## src/rtl/amstrad_mem_arbiter_if.sv

```systemverilog
// Bus bundle between the motherboard (CPU/CRTC side), the arbiter and the RAM controller.
// The arbiter uses the master modport; the environment (board + RAM) uses slave.
interface amstrad_mem_arbiter_if;
  logic [22:0] cpu_addr;
  logic [7:0]  cpu_dout;
  logic        cpu_rd;
  logic        cpu_wr;
  logic [7:0]  cpu_din;
  logic        cpu_busy;
  logic [15:0] vid_addr;
  logic        vid_strobe;
  logic [7:0]  vid_din;
  logic        vid_overrun;
  logic [22:0] ram_addr;
  logic [7:0]  ram_wdata;
  logic        ram_we;
  logic        ram_req;
  logic        ram_ack;
  logic [7:0]  ram_rdata;

  modport master (
    input  cpu_addr, cpu_dout, cpu_rd, cpu_wr, vid_addr, vid_strobe, ram_ack, ram_rdata,
    output cpu_din, cpu_busy, vid_din, vid_overrun, ram_addr, ram_wdata, ram_we, ram_req
  );

  modport slave (
    output cpu_addr, cpu_dout, cpu_rd, cpu_wr, vid_addr, vid_strobe, ram_ack, ram_rdata,
    input  cpu_din, cpu_busy, vid_din, vid_overrun, ram_addr, ram_wdata, ram_we, ram_req
  );
endinterface

```

## src/rtl/amstrad_mem_arbiter.sv

```systemverilog
// Single-port RAM arbiter: CRTC video fetches (fixed priority) and CPU accesses
// merged into one req/ack stream, with an idle cycle between grants.
module amstrad_mem_arbiter #(
  parameter logic [22:0] VID_BASE = 23'h000000
) (
  input  logic                  clk,
  input  logic                  reset_n,
  amstrad_mem_arbiter_if.master bus
);

  typedef enum logic [1:0] {S_IDLE, S_VID, S_CPU} state_e;

  state_e      state_q, state_d;
  logic        cpu_act_q;
  logic        cpu_pend_q;
  logic        cpu_we_q;
  logic [22:0] cpu_addr_q;
  logic [7:0]  cpu_data_q;
  logic [7:0]  cpu_din_q;
  logic        vid_pend_q;
  logic        vid_ovr_q;
  logic [15:0] vid_addr_q;
  logic [7:0]  vid_din_q;
  logic [22:0] req_addr_q;

  logic cpu_act, cpu_rise, ack_vid, ack_cpu;

  assign cpu_act  = bus.cpu_rd | bus.cpu_wr;
  assign cpu_rise = cpu_act & ~cpu_act_q;
  assign ack_vid  = (state_q == S_VID) & bus.ram_ack;
  assign ack_cpu  = (state_q == S_CPU) & bus.ram_ack;

  // State register
  always_ff @(posedge clk or negedge reset_n) begin
    if (!reset_n) state_q <= S_IDLE;
    else          state_q <= state_d;
  end

  // Next state: always pass through IDLE between grants
  always_comb begin
    state_d = state_q;
    case (state_q)
      S_IDLE: begin
        if (vid_pend_q)      state_d = S_VID;
        else if (cpu_pend_q) state_d = S_CPU;
      end
      S_VID:   if (bus.ram_ack) state_d = S_IDLE;
      S_CPU:   if (bus.ram_ack) state_d = S_IDLE;
      default: state_d = S_IDLE;
    endcase
  end

  // Outputs: decoded from state and registers that cannot change while granted
  always_comb begin
    bus.ram_req   = (state_q != S_IDLE);
    bus.ram_we    = (state_q == S_CPU) & cpu_we_q;
    bus.ram_wdata = cpu_data_q;
    bus.ram_addr  = req_addr_q;
  end

  assign bus.cpu_din     = cpu_din_q;
  assign bus.cpu_busy    = cpu_pend_q;
  assign bus.vid_din     = vid_din_q;
  assign bus.vid_overrun = vid_ovr_q;

  // CPU side: edge-triggered latch; edges while pending are dropped
  always_ff @(posedge clk or negedge reset_n) begin
    if (!reset_n) begin
      cpu_act_q  <= 1'b0;
      cpu_pend_q <= 1'b0;
      cpu_we_q   <= 1'b0;
      cpu_addr_q <= '0;
      cpu_data_q <= '0;
      cpu_din_q  <= 8'hFF;
    end else begin
      cpu_act_q <= cpu_act;
      if (ack_cpu) begin
        cpu_pend_q <= 1'b0;
        if (!cpu_we_q) cpu_din_q <= bus.ram_rdata;
      end else if (cpu_rise && !cpu_pend_q) begin
        cpu_pend_q <= 1'b1;
        cpu_we_q   <= bus.cpu_wr;
        cpu_addr_q <= bus.cpu_addr;
        cpu_data_q <= bus.cpu_dout;
      end
    end
  end

  // Video side: latest strobe wins; a strobe in the ack cycle re-arms cleanly
  always_ff @(posedge clk or negedge reset_n) begin
    if (!reset_n) begin
      vid_pend_q <= 1'b0;
      vid_ovr_q  <= 1'b0;
      vid_addr_q <= '0;
      vid_din_q  <= 8'h00;
    end else begin
      if (ack_vid) vid_din_q <= bus.ram_rdata;
      if (bus.vid_strobe) begin
        vid_addr_q <= bus.vid_addr;
        vid_pend_q <= 1'b1;
        if (vid_pend_q && !ack_vid) vid_ovr_q <= 1'b1;
      end else if (ack_vid) begin
        vid_pend_q <= 1'b0;
      end
    end
  end

  // Grant address is frozen on leaving IDLE so late strobes cannot disturb it
  always_ff @(posedge clk or negedge reset_n) begin
    if (!reset_n) begin
      req_addr_q <= '0;
    end else if (state_q == S_IDLE) begin
      if (vid_pend_q)      req_addr_q <= VID_BASE + {7'b0, vid_addr_q};
      else if (cpu_pend_q) req_addr_q <= cpu_addr_q;
    end
  end

endmodule

```

## src/flat_wrapper.sv

```systemverilog
// flat-port wrapper written by rule: the top's interface ports become plain ports
module amstrad_mem_arbiter_flat 
#(
  parameter logic [22:0] VID_BASE = 23'h000000
)
  (clk, reset_n, bus_cpu_addr, bus_cpu_dout, bus_cpu_rd, bus_cpu_wr, bus_vid_addr, bus_vid_strobe, bus_ram_ack, bus_ram_rdata, bus_cpu_din, bus_cpu_busy, bus_vid_din, bus_vid_overrun, bus_ram_addr, bus_ram_wdata, bus_ram_we, bus_ram_req);
  amstrad_mem_arbiter_if bus_i ();
  input  logic clk;
  input  logic reset_n;
  input wire logic [$bits(bus_i.cpu_addr)-1:0] bus_cpu_addr;
  input wire logic [$bits(bus_i.cpu_dout)-1:0] bus_cpu_dout;
  input wire logic [$bits(bus_i.cpu_rd)-1:0] bus_cpu_rd;
  input wire logic [$bits(bus_i.cpu_wr)-1:0] bus_cpu_wr;
  input wire logic [$bits(bus_i.vid_addr)-1:0] bus_vid_addr;
  input wire logic [$bits(bus_i.vid_strobe)-1:0] bus_vid_strobe;
  input wire logic [$bits(bus_i.ram_ack)-1:0] bus_ram_ack;
  input wire logic [$bits(bus_i.ram_rdata)-1:0] bus_ram_rdata;
  output wire logic [$bits(bus_i.cpu_din)-1:0] bus_cpu_din;
  output wire logic [$bits(bus_i.cpu_busy)-1:0] bus_cpu_busy;
  output wire logic [$bits(bus_i.vid_din)-1:0] bus_vid_din;
  output wire logic [$bits(bus_i.vid_overrun)-1:0] bus_vid_overrun;
  output wire logic [$bits(bus_i.ram_addr)-1:0] bus_ram_addr;
  output wire logic [$bits(bus_i.ram_wdata)-1:0] bus_ram_wdata;
  output wire logic [$bits(bus_i.ram_we)-1:0] bus_ram_we;
  output wire logic [$bits(bus_i.ram_req)-1:0] bus_ram_req;
  assign bus_i.cpu_addr = bus_cpu_addr;
  assign bus_i.cpu_dout = bus_cpu_dout;
  assign bus_i.cpu_rd = bus_cpu_rd;
  assign bus_i.cpu_wr = bus_cpu_wr;
  assign bus_i.vid_addr = bus_vid_addr;
  assign bus_i.vid_strobe = bus_vid_strobe;
  assign bus_i.ram_ack = bus_ram_ack;
  assign bus_i.ram_rdata = bus_ram_rdata;
  assign bus_cpu_din = bus_i.cpu_din;
  assign bus_cpu_busy = bus_i.cpu_busy;
  assign bus_vid_din = bus_i.vid_din;
  assign bus_vid_overrun = bus_i.vid_overrun;
  assign bus_ram_addr = bus_i.ram_addr;
  assign bus_ram_wdata = bus_i.ram_wdata;
  assign bus_ram_we = bus_i.ram_we;
  assign bus_ram_req = bus_i.ram_req;
  amstrad_mem_arbiter #(.VID_BASE(VID_BASE)) u_core (.clk(clk), .reset_n(reset_n), .bus(bus_i));
endmodule
```

## config.mk

```make
export PLATFORM = sky130hd
export DESIGN_NAME = amstrad_mem_arbiter_flat
export DESIGN_NICKNAME = d
export VERILOG_FILES = /design/src/rtl/amstrad_mem_arbiter_if.sv /design/src/rtl/amstrad_mem_arbiter.sv /design/src/flat_wrapper.sv
export SDC_FILE = /design/constraint.sdc
export NUM_CORES = 1
export LEC_CHECK = 0
export ABC_CLOCK_PERIOD_IN_PS = 4900
export BUFFER_PORTS_ARGS = -buffer_cell sky130_fd_sc_hd__buf_2
export CORE_UTILIZATION = 38
export CTS_CLUSTER_DIAMETER = 150
export DETAILED_ROUTE_END_ITERATION = 8
export PLACE_DENSITY = 0.61
export SLEW_MARGIN = 30
export SYNTH_ARGS = -nofsm -noshare
export SYNTH_HDL_FRONTEND = slang
export SYNTH_SLANG_ARGS = --single-unit
```

## constraint.sdc

```tcl
create_clock -name clk -period 4.9 [get_ports clk]
set_clock_uncertainty 0.2 [all_clocks]
set_input_delay 0.245 -clock clk [delete_from_list [all_inputs] [get_ports clk]]
set_output_delay 0.245 -clock clk [all_outputs]
set_load 0.005 [all_outputs]
```

# --- Word-level counts from Yosys, hierarchy flattened ---
# Cells that the tools add are included.
word_totals:
  regBits: 93
  input_bits: 61
classes:
  eq_ne: 4
  n_mux: 10
  bitwise: 8
  reduce_logical: 15
op_table:
  columns: ["cell", "count"]
  rows:
  - ["23-bit two-way mux", 2]
  - ["2-bit AND reduction", 5]
  - ["2-bit nonzero test", 4]
  - ["2-bit two-way mux", 3]
  - ["1-bit bitwise AND", 4]
  - ["1-bit two-way mux", 4]
  - ["2-bit one-hot mux with 2 select lines", 1]
  - ["3-bit by 1-bit != test with 1-bit output, second input constant", 1]
  - ["1-bit inverter", 3]
  - ["2-bit by 1-bit == test with 1-bit output, second input constant", 1]
  - ["2-bit == test, second input constant", 1]
  - ["1-bit logical AND", 2]
  - ["1-bit logical NOT", 2]
  - ["2-bit logical NOT", 1]
  - ["2-bit by 1-bit != test with 1-bit output, second input constant", 1]
  - ["2-bit OR reduction", 1]
  - ["1-bit bitwise OR", 1]

# --- Logic depth before layout (Yosys ltp) ---
# Gate-level depths: netlist of run 1.
depth:
  word_depth: 5
  ltp_mapped: 6

# --- Least setup slack after synthesis of run 1 ---
# Ideal clock, no wire load.
synth_path:
  path_kind: "reg2reg"
  from: "register u_core.state_q[0]"
  to: "register u_core.cpu_data_q[0], in the netlist u_core.bus.ram_wdata[0]"
  setup_ns: 0.125
  t_arrival_ns: 1.560
  path_slack_ns: 3.015
  stages_incl_launch_ff: 6
  n_path_buf: 1
  path_cell_list: "dfrtp_1 inv_1 ha_1 a2111o_1 buf_6 mux2_4"
synth_via:
  elab_chain_cells: 4
synth_lines:
  columns: ["element", "line", "rtl"]
  rows:
  - ["from (decl)", "amstrad_mem_arbiter.sv:13", "state_e state_q, state_d;"]
  - ["from (signal assigned)", "amstrad_mem_arbiter.sv:36", "else state_q <= state_d;"]
  - ["2-bit == test", "amstrad_mem_arbiter.sv:31", "assign ack_cpu = (state_q == S_CPU) & bus.ram_ack;"]
  - ["1-bit bitwise AND", "amstrad_mem_arbiter.sv:31", null]
  - ["1-bit inverter (no source line)", null, null]
  - ["2-bit AND reduction (no source line)", null, null]
  - ["to (signal assigned)", "amstrad_mem_arbiter.sv:84", "cpu_data_q <= bus.cpu_dout;"]
  - ["to (decl)", "amstrad_mem_arbiter.sv:18", "logic [7:0] cpu_data_q;"]
# No other way between the ends.
# A chain may end at the register's enable or synchronous reset.

# --- Final worst setup path of run 1 ---
layout_path:
  from: "register u_core.state_q[0]"
  to: "register u_core.cpu_addr_q[2]"
layout_via:
  elab_chain_cells: 4
layout_lines:
  columns: ["element", "line", "rtl"]
  rows:
  - ["2-bit == test", "amstrad_mem_arbiter.sv:31", null]
  - ["1-bit bitwise AND", "amstrad_mem_arbiter.sv:31", null]
  - ["1-bit inverter (no source line)", null, null]
  - ["2-bit AND reduction (no source line)", null, null]
  - ["to (signal assigned)", "amstrad_mem_arbiter.sv:83", "cpu_addr_q <= bus.cpu_addr;"]
  - ["to (decl)", "amstrad_mem_arbiter.sv:17", "logic [22:0] cpu_addr_q;"]
# No other way between the ends.

==> metrics.cfg, run 1 <==
[setup_path]
crit_buf_inv = 2
cp_slowest_stage_delay_ns = 0.64
worstSetupPathType = reg2reg
timing.rr.start = u_core.state_q[0]
critical_path.endpoint_type = flip-flop
cp.arrival_ns = 2.27
cp-startpoint = u_core.state_q[0]
cp_cell_sequence = inv_1, ha_1, a2111o_2, buf_12, mux2_4
required_ns = 4.95
slowest_stage = a2111o_2
cp_max_fo = 21
start_kind = flip-flop
crit_family = compound AO/OA/AOI/OAI gates

[synth]
synth_area_leaders = dfrtp_1, mux2_4, mux2_2
yosysWarningCount = 0
synth-seq-area-share = 0.612
ys_ff_latch = 93
syn_area_per_cell_um2 = 14.9
yosysUniqueCellTypes = 25
synth_top_area_frac = 0.557
syn_area_um2 = 3820
syn-num-nets = 320
netlist.top_cell.by_area = dfrtp_1
syn_inst = 256

[placed_design]
pre_cts_slack_ns = 2.66
hpwl_um = 5070
port-buffer-count = 111
gp_congestion = 0.713

[cells_and_area]
drive_gt1_frac = 0.474
finalNetCount = 494
diodes = 0
multiInputGateArea_um2 = 1400
fill_cells = 808
seq_area_um2 = 2340
syn2layout_area_growth_pct = 39.5
utilization = 0.545

[floorplanning]
num_io_pins = 112
num_rows = 36
die_area_um2 = 10500
die_y_um = 102
start_util = 0.391
core-area_um2 = 9770
die_x_um = 102

[sta]
rsz0062_at_grt = false
slew_headroom = 0.564
worst_pin_slew_ns = 0.654
finalSetupTns_ns = 0
hold_viol = 0
setup_viol = 0
max_freq_mhz = 449
report.final.slew_viol_count = 0
fin_crit_ns = 2.23
worst_slack_ns = 2.67
finalCritPeriodShare = 0.454

[drt]
ant_nets = 0
vias_per_cell = 4.64
drt_drc_violations_left = 0
num_vias = 2636
drt_iter0_markers = 42
wirelength_um = 8140
routedWlPerCell_um = 14.3
first_pass_iters = 2

[run]
cap_violations = 0

[global_routing]
grt_pass1_vias = 2566
track_usage = 0.163
grt_util_met2 = 0.262
busiest_layer = met2
grt.overflow.total = 0
grtUsageMet3 = 0.0294
gr-usage-met1 = 0.215
grt_max_degree = 54
antenna_found_initial = 0
grt_pass1_wl_um = 12700

[pwr]
fin_total_pwr_mw = 2.74
p_leak_nw = 2.67
power_density_nw_per_um2 = 515
vdd_drop_max_mv = 0.179

[clocking]
cts_root_buf = clkbuf_8
clock_path_buffers = 2
numCtsBuffers = 9
h-tree-depth = 3
clk_pin_slew_ns = 0.09
tritoncts = built
clock_latency_ns = 0.36
clock-sinks = 93

[outcome]
status = finished clean

[min_path]
min_path_type = in2async

## logic make-up (layout without fill, tap and decap cells)
kind of cell,after synthesis,in the layout,share of synthesized area
AO/OA/AOI/OAI,39,39,0.0684
AND/OR/NAND/NOR,24,24,0.0265
buffers and inverters,17,196,0.0236
multiplexers,80,80,0.260
adder cells (fa/ha/maj),3,3,0.00982
flip-flops,93,93,0.612
## routing by layer
metal,wire length [µm],vias up
li1,-,1264
met1,3720,1283
met2,3910,74
met3,347,15
met4,159,0
met5,0,-
## final cells by class
type	instances	share of cell area
sequential	93	0.439
clock buffer	10	0.0258
tap	133	0.0312
clock inverter	6	0.0129
multi-input combinational	146	0.263
inverter	5	0.00352
timing repair buffer	175	0.225
## timing repair
| item | 4_1_cts | 5_1_grt |
|---|---|---|
| hold buffers | 60 | 0 |
| setup buffers | 0 | 0 |
| gates resized for setup | 0 | 0 |
| endpoints found under the hold margin | 106 | 0 |
## cell usage in the layout (no fill, tap or decap), types with 2 or more instances in the layout
| master | Yosys | routed |
|---|---|---|
| nor2_1 | 2 | 2 |
| mux2_4 | 30 | 30 |
| inv_1 | 4 | 4 |
| dfstp_2 | 8 | 8 |
| and2_1 | 2 | 2 |
| dlygate4sd3_1 | 0 | 60 |
| o21ai_0 | 18 | 17 |
| dfrtp_1 | 85 | 85 |
| mux2i_1 | 16 | 16 |
| clkbuf_8 | 0 | 10 |
| buf_4 | 0 | 4 |
| inv_6 | 0 | 3 |
| a22oi_1 | 8 | 8 |
| o2bb2ai_1 | 7 | 7 |
| nand2_1 | 18 | 18 |
| ha_1 | 3 | 3 |
| buf_2 | 3 | 110 |
| mux2_2 | 34 | 34 |
## flip-flops by register name, summed over array words and instances (netlist names)
| name | flops |
|---|---|
| u_core.cpu_addr_q | 23 |
| u_core.bus.cpu_din | 8 |
| u_core.bus.ram_wdata | 8 |
| u_core.state_q | 2 |
| u_core.vid_addr_q | 16 |
| u_core.bus.ram_addr | 23 |
| u_core.cpu_act_q | 1 |
| u_core.bus.cpu_busy | 1 |
| u_core.bus.vid_overrun | 1 |
| u_core.cpu_we_q | 1 |
| u_core.vid_pend_q | 1 |
| u_core.bus.vid_din | 8 |
## path summary, 6_finish.rpt
| path | endpoint | slack [ns] | cells past startpoint |
|---|---|---|---|
| max in group asynchronous | u_core.bus.ram_addr[15] | 3.25 | 3 |
| min in group clk | u_core.vid_pend_q | 0.21 | 2 |
| min reg2reg | u_core.bus.vid_overrun | 0.28 | 1 |
| max reg2reg | u_core.cpu_addr_q[2] | 2.67 | 5 |
| min | u_core.bus.ram_wdata[4] | 0.20 | 2 |
| max | u_core.cpu_addr_q[2] | 2.67 | 5 |
## cell usage after synthesis, drive strengths merged
library cell and number:
a2111o 1, dfrtp 85, a31o 1, buf 6, o21ai 18, nand2b 1
inv 4, a21o 1, mux2i 16, mux2 64, nand2 18, nor2 2
and2 2, a22oi 8, dfstp 8, clkbuf 6, o2bb2ai 7, a2bb2oi 1
ha 3, nand3b 1, clkinv 1, a21boi 1, o22ai 1
## where the power goes
group	internal, mW	leakage (nW)	switching (mW)	total, mW
Combinational	0.546	1.46	0.396	0.942
Sequential	1.10	1.10	0.171	1.27
Clock	0.254	0.104	0.275	0.529
Total	1.90	2.67	0.842	2.74
## stage by stage
stage / instances / area (µm²) / hold WS, ns
final: 568 / 5330 / 0.203
after global routing: 568 / 5330 / 0.222
after floorplan: 256 / 3820 / -0.251
after detailed placement: 492 / 4520 / 0.0632
after global placement: 491 / 4500 / 0.0564
after CTS: 568 / 5330 / 0.188
(Power assumes the default switching activity.)
==> inputs of run 2 (changes only) <==
- ABC_CLOCK_PERIOD_IN_PS: 4900 -> 2200
- clock period: 4.9 -> 2.2 ns (I/O delays scaled with it)
==> run 2 against run 1 <==
  * Wire length up 4.0%
  * Sequential share of layout area up 0.062 points
  * Via count up 0.15%
  * First-iteration DRC count up 48%
  * Utilization down 0.077 points
  * Hold slack worse by 0.12 ns
  * Die area unchanged
  * Final area down 0.14%
  * Clock-buffer cell count down 1
  * Sequential power up 120%
  * Largest cell class unchanged
==> metrics.cfg, run 2 (synthesis gave the netlist of run 1 again) <==
[pwr]
fin_total_pwr_mw = 5.97
p_leak_nw = 2.66
swShare = 0.316
vdd_drop_max_mv = 0.442
seqPwrFrac = 0.474
power_frac_comb = 0.352
clkPwrFrac = 0.173
power_density_nw_per_um2 = 1120
internal_power_mw = 4.08
power.switching_mw = 1.89

[sta]
fin_crit_ns = 2.07
finalSetupTns_ns = 0
rsz0062_at_grt = false
max_freq_mhz = 484
worst_slack_ns = 0.134
worst_pin_slew_ns = 0.601
hold_viol = 0
report.final.slew_viol_count = 0
finalCritPeriodShare = 0.939
setup_viol = 0
slew_headroom = 0.600

[drt]
top_layer_used = met4
wl_met3_um = 370
ant_nets = 0
drt_drc_violations_left = 0
vias_per_cell = 4.62
met2_length_um = 4040
first_pass_iters = 4
routedWlPerCell_um = 14.8
wl_met1_um = 3970
num_vias = 2640
wirelength_um = 8460
drt_iter0_markers = 62

[cells_and_area]
final_common_cell = buf_2
most-common-layout-cells = buf_2, dfrtp_1, dlygate4sd3_1
multiInputGateArea_um2 = 1400
utilization = 0.544
drive_gt1_frac = 0.477
syn2layout_area_growth_pct = 39.3
seq_area_um2 = 2340
diodes = 0
design_area_um2 = 5320
finalNetCount = 497
fill_cells = 842

[clocking]
clock_latency_ns = 0.35
clock-sinks = 93
cts_resized = 0
tritoncts = built
clock_path_buffers = 2
clk_pin_slew_ns = 0.09
cts_root_buf = clkbuf_8
h-tree-depth = 3
numCtsBuffers = 9

[global_routing]
grt_pass1_wl_um = 13700
grt.overflow.total = 0
track_usage = 0.175
grt_max_degree = 46
grt_pass1_vias = 2737
antenna_found_initial = 0

[floorplanning]
die_x_um = 102
core-area_um2 = 9770
num_io_pins = 112
start_util = 0.391
die_y_um = 102
num_rows = 36
die_area_um2 = 10500

[setup_path]
start_kind = flip-flop
required_ns = 2.24
critical_path.endpoint_type = flip-flop
cp_max_fo = 15
worstSetupPathType = reg2reg
cp.arrival_ns = 2.11

[placed_design]
place_area_um2 = 4540
gp_congestion = 0.678
pre_cts_slack_ns = 0.129
hpwl_um = 5280
port-buffer-count = 111

[outcome]
status = finished clean

[run]
cap_violations = 0

[min_path]
min_path_type = in2async

run 2: power groups by stage:
stage	sequential [mW]	combinational, mW	clock (mW)
floorplan	2.84	1.25	0
global route	2.93	2.37	1.14
global placement	2.85	1.99	0
finish	2.83	2.10	1.04
detailed placement	2.86	2.05	0
CTS	2.84	2.14	1.07
run 2: cell type report:
type | instances | share of cell area
clock buffer | 9 | 0.0233
clock inverter | 7 | 0.00988
inverter | 5 | 0.00353
multi-input combinational | 146 | 0.263
sequential | 93 | 0.439
tap | 133 | 0.0313
timing repair buffer | 178 | 0.230
run 2: what timing repair did:
| action | in CTS | in global routing |
|---|---|---|
| hold buffers | 60 | 0 |
| endpoints found under the hold margin | 109 | 0 |
| setup buffers | 0 | 0 |
| setup endpoints to repair | 0 | 0 |
run 2: critical path: stages (launching register included):
cell	delay [ns]
dfrtp_1	0.38
inv_1	0.08
ha_1	0.25
a2111o_2	0.47
buf_4	0.25
mux2_4	0.33
run 2: final timing paths:
check | cells after the start | from | slack (ns) | end
min in group clk | 2 | bus_vid_strobe | 0.09 | u_core.vid_pend_q
setup reg to reg | 5 | u_core.state_q[0] | 0.13 | u_core.bus.ram_wdata[7]
hold reg to reg | 2 | u_core.bus.ram_addr[10] | 0.28 | u_core.bus.ram_addr[10]
hold / removal | 2 | reset_n | 0.09 | u_core.bus.vid_din[6]
setup / recovery | 5 | u_core.state_q[0] | 0.13 | u_core.bus.ram_wdata[7]
max in group asynchronous | 3 | reset_n | 1.00 | u_core.bus.ram_addr[22]
run 2: metal layers:
layer | track usage | up-vias
met1 | 0.237 | 1303
li1 | - | 1259
met3 | 0.0356 | 8
met5 | 0 | -
met2 | 0.275 | 70
met4 | 0.0692 | 0
run 2: stage by stage:
step | hold WS, ns | cells
2_1_floorplan | -0.386 | 256
3_3_place_gp | -0.0464 | 495
3_5_place_dp | -0.0407 | 495
4_1_cts | 0.0734 | 571
5_1_grt | 0.0812 | 571
6_report | 0.0858 | 571
==> inputs of run 3 (changes only) <==
- CORE_ASPECT_RATIO: unset -> 1.25
- CORE_MARGIN: unset -> 2
- CTS_CLUSTER_SIZE: unset -> 14
==> run 3 against run 2 <==
  * Global-route usage down 1.1 points
  * Wire length up 0.28%
  * Non-clock buffer count down 2
  * Sequential cell count unchanged
  * Worst setup slack better by 0.0018 ns
  * Sequential share of layout area down 1.2 points
==> metrics.cfg, run 3 (synthesis gave the netlist of run 1 again) <==
[global_routing]
antenna_found_initial = 0
grt_max_degree = 49
grt_pass1_wl_um = 13600
track_usage = 0.164
grt_pass1_vias = 2794
grt.overflow.total = 0

[clocking]
tritoncts = built
cts_root_buf = clkbuf_16
clock_path_buffers = 2
cts_hold_buf = 60
clock-sinks = 93
numCtsBuffers = 9
clk_pin_slew_ns = 0.06
clock_latency_ns = 0.34
h-tree-depth = 3
cts_resized = 0
cts_setup_buffers = 0

[floorplanning]
die_y_um = 116
num_rows = 40
core-area_um2 = 9710
num_io_pins = 112
die_x_um = 93.7
die_area_um2 = 10900
start_util = 0.394

[sta]
fin_crit_ns = 2.06
max_freq_mhz = 485
slew_headroom = 0.507
finalCritPeriodShare = 0.938
whs_ns = 0.0341
worst_pin_slew_ns = 0.736
hold_viol = 0
finalSetupTns_ns = 0
rsz0062_at_grt = false
report.final.slew_viol_count = 0
setup_viol = 0

[drt]
vias_per_cell = 4.73
num_vias = 2656
ant_nets = 0
first_pass_iters = 4
drt_drc_violations_left = 0
wirelength_um = 8490
drt_iter0_markers = 54
routedWlPerCell_um = 15.1

[cells_and_area]
most-common-layout-cells = buf_2, dfrtp_1, dlygate4sd3_1
diodes = 0
utilization = 0.564
fill_cells = 847
drive_gt1_frac = 0.470
final_common_cell = buf_2
syn2layout_area_growth_pct = 43.3
finalNetCount = 495

[min_path]
min_path_type = in2async

[setup_path]
cp.arrival_ns = 2.08
worstSetupPathType = reg2reg
slowest_stage = a2111o_2
cp_slowest_stage_delay_ns = 0.47
critical_path.endpoint_type = flip-flop
start_kind = flip-flop
cp_cell_sequence = inv_1, ha_1, a2111o_2, buf_4, mux2_4
required_ns = 2.22
cp_max_fo = 14

[placed_design]
port-buffer-count = 111
gp_congestion = 0.712
hpwl_um = 5400

[pwr]
fin_total_pwr_mw = 6.69
vdd_drop_max_mv = 0.476
p_leak_nw = 2.74
power_density_nw_per_um2 = 1220

[outcome]
status = finished clean

[run]
cap_violations = 0

## run 3: cell count changes in the layout (fill, tap and decap cells not counted), moves of 2 or more
cell and change:
clkbuf_16 +9, clkinv_4 -2, bufinv_16 +3, clkbuf_1 +2, clkbuf_8 -9, clkinvlp_4 -4, buf_4 -3
## run 3: final timing paths
check | slack (ns) | end | cells after the start | startpoint
setup / recovery | 0.14 | u_core.cpu_addr_q[17] | 5 | u_core.state_q[0]
hold / removal | 0.03 | u_core.bus.ram_wdata[7] | 2 | reset_n
setup reg to reg | 0.14 | u_core.cpu_addr_q[17] | 5 | u_core.state_q[0]
hold reg to reg | 0.26 | u_core.bus.vid_overrun | 1 | u_core.bus.vid_overrun
max in group asynchronous | 1.11 | u_core.bus.cpu_din[3] | 3 | reset_n
min in group clk | 0.09 | u_core.vid_pend_q | 2 | bus_vid_strobe
## run 3: layout make-up
type	instances	area (µm²)	share of cell area
Timing Repair Buffer	176	1220	0.223
Multi-Input combinational cell	146	1410	0.257
Tap cell	126	158	0.0288
Clock inverter	5	100	0.0183
Sequential cell	93	2340	0.427
Inverter	5	18.8	0.00343
Clock buffer	11	233	0.0425
## run 3: per-stage QoR
| step | std cells | setup WS, ns | area, µm² |
|---|---|---|---|
| 2_1_floorplan | 256 | 0.315 | 3820 |
| 3_3_place_gp | 486 | 0.196 | 4530 |
| 3_5_place_dp | 486 | 0.154 | 4540 |
| 4_1_cts | 562 | 0.141 | 5470 |
| 5_1_grt | 562 | 0.0780 | 5470 |
| 6_report | 562 | 0.136 | 5470 |
## run 3: where the power goes
part	total, mW	switching (mW)	leakage (nW)	internal (mW)
sequential	2.85	0.396	1.10	2.46
clock	1.73	0.623	0.163	1.11
combinational	2.11	0.890	1.47	1.22
total	6.69	1.91	2.74	4.78
## run 3: per-layer routing
metal | up-vias | share of wire | global-route usage
li1 | 1261 | - | -
met1 | 1318 | 0.45 | 0.213
met2 | 69 | 0.50 | 0.268
met3 | 8 | 0.040 | 0.0335
met4 | 0 | 0.012 | 0.0696
met5 | - | 0 | 0
## run 3: critical path: cells and delay by family (launching register included)
| kind | cells | cell delay, ns |
|---|---|---|
| adder cells (fa/ha/maj) | 1 | 0.24 |
| buffers and inverters | 2 | 0.34 |
| multiplexers | 1 | 0.33 |
| flip-flops | 1 | 0.37 |
| AO/OA/AOI/OAI | 1 | 0.47 |
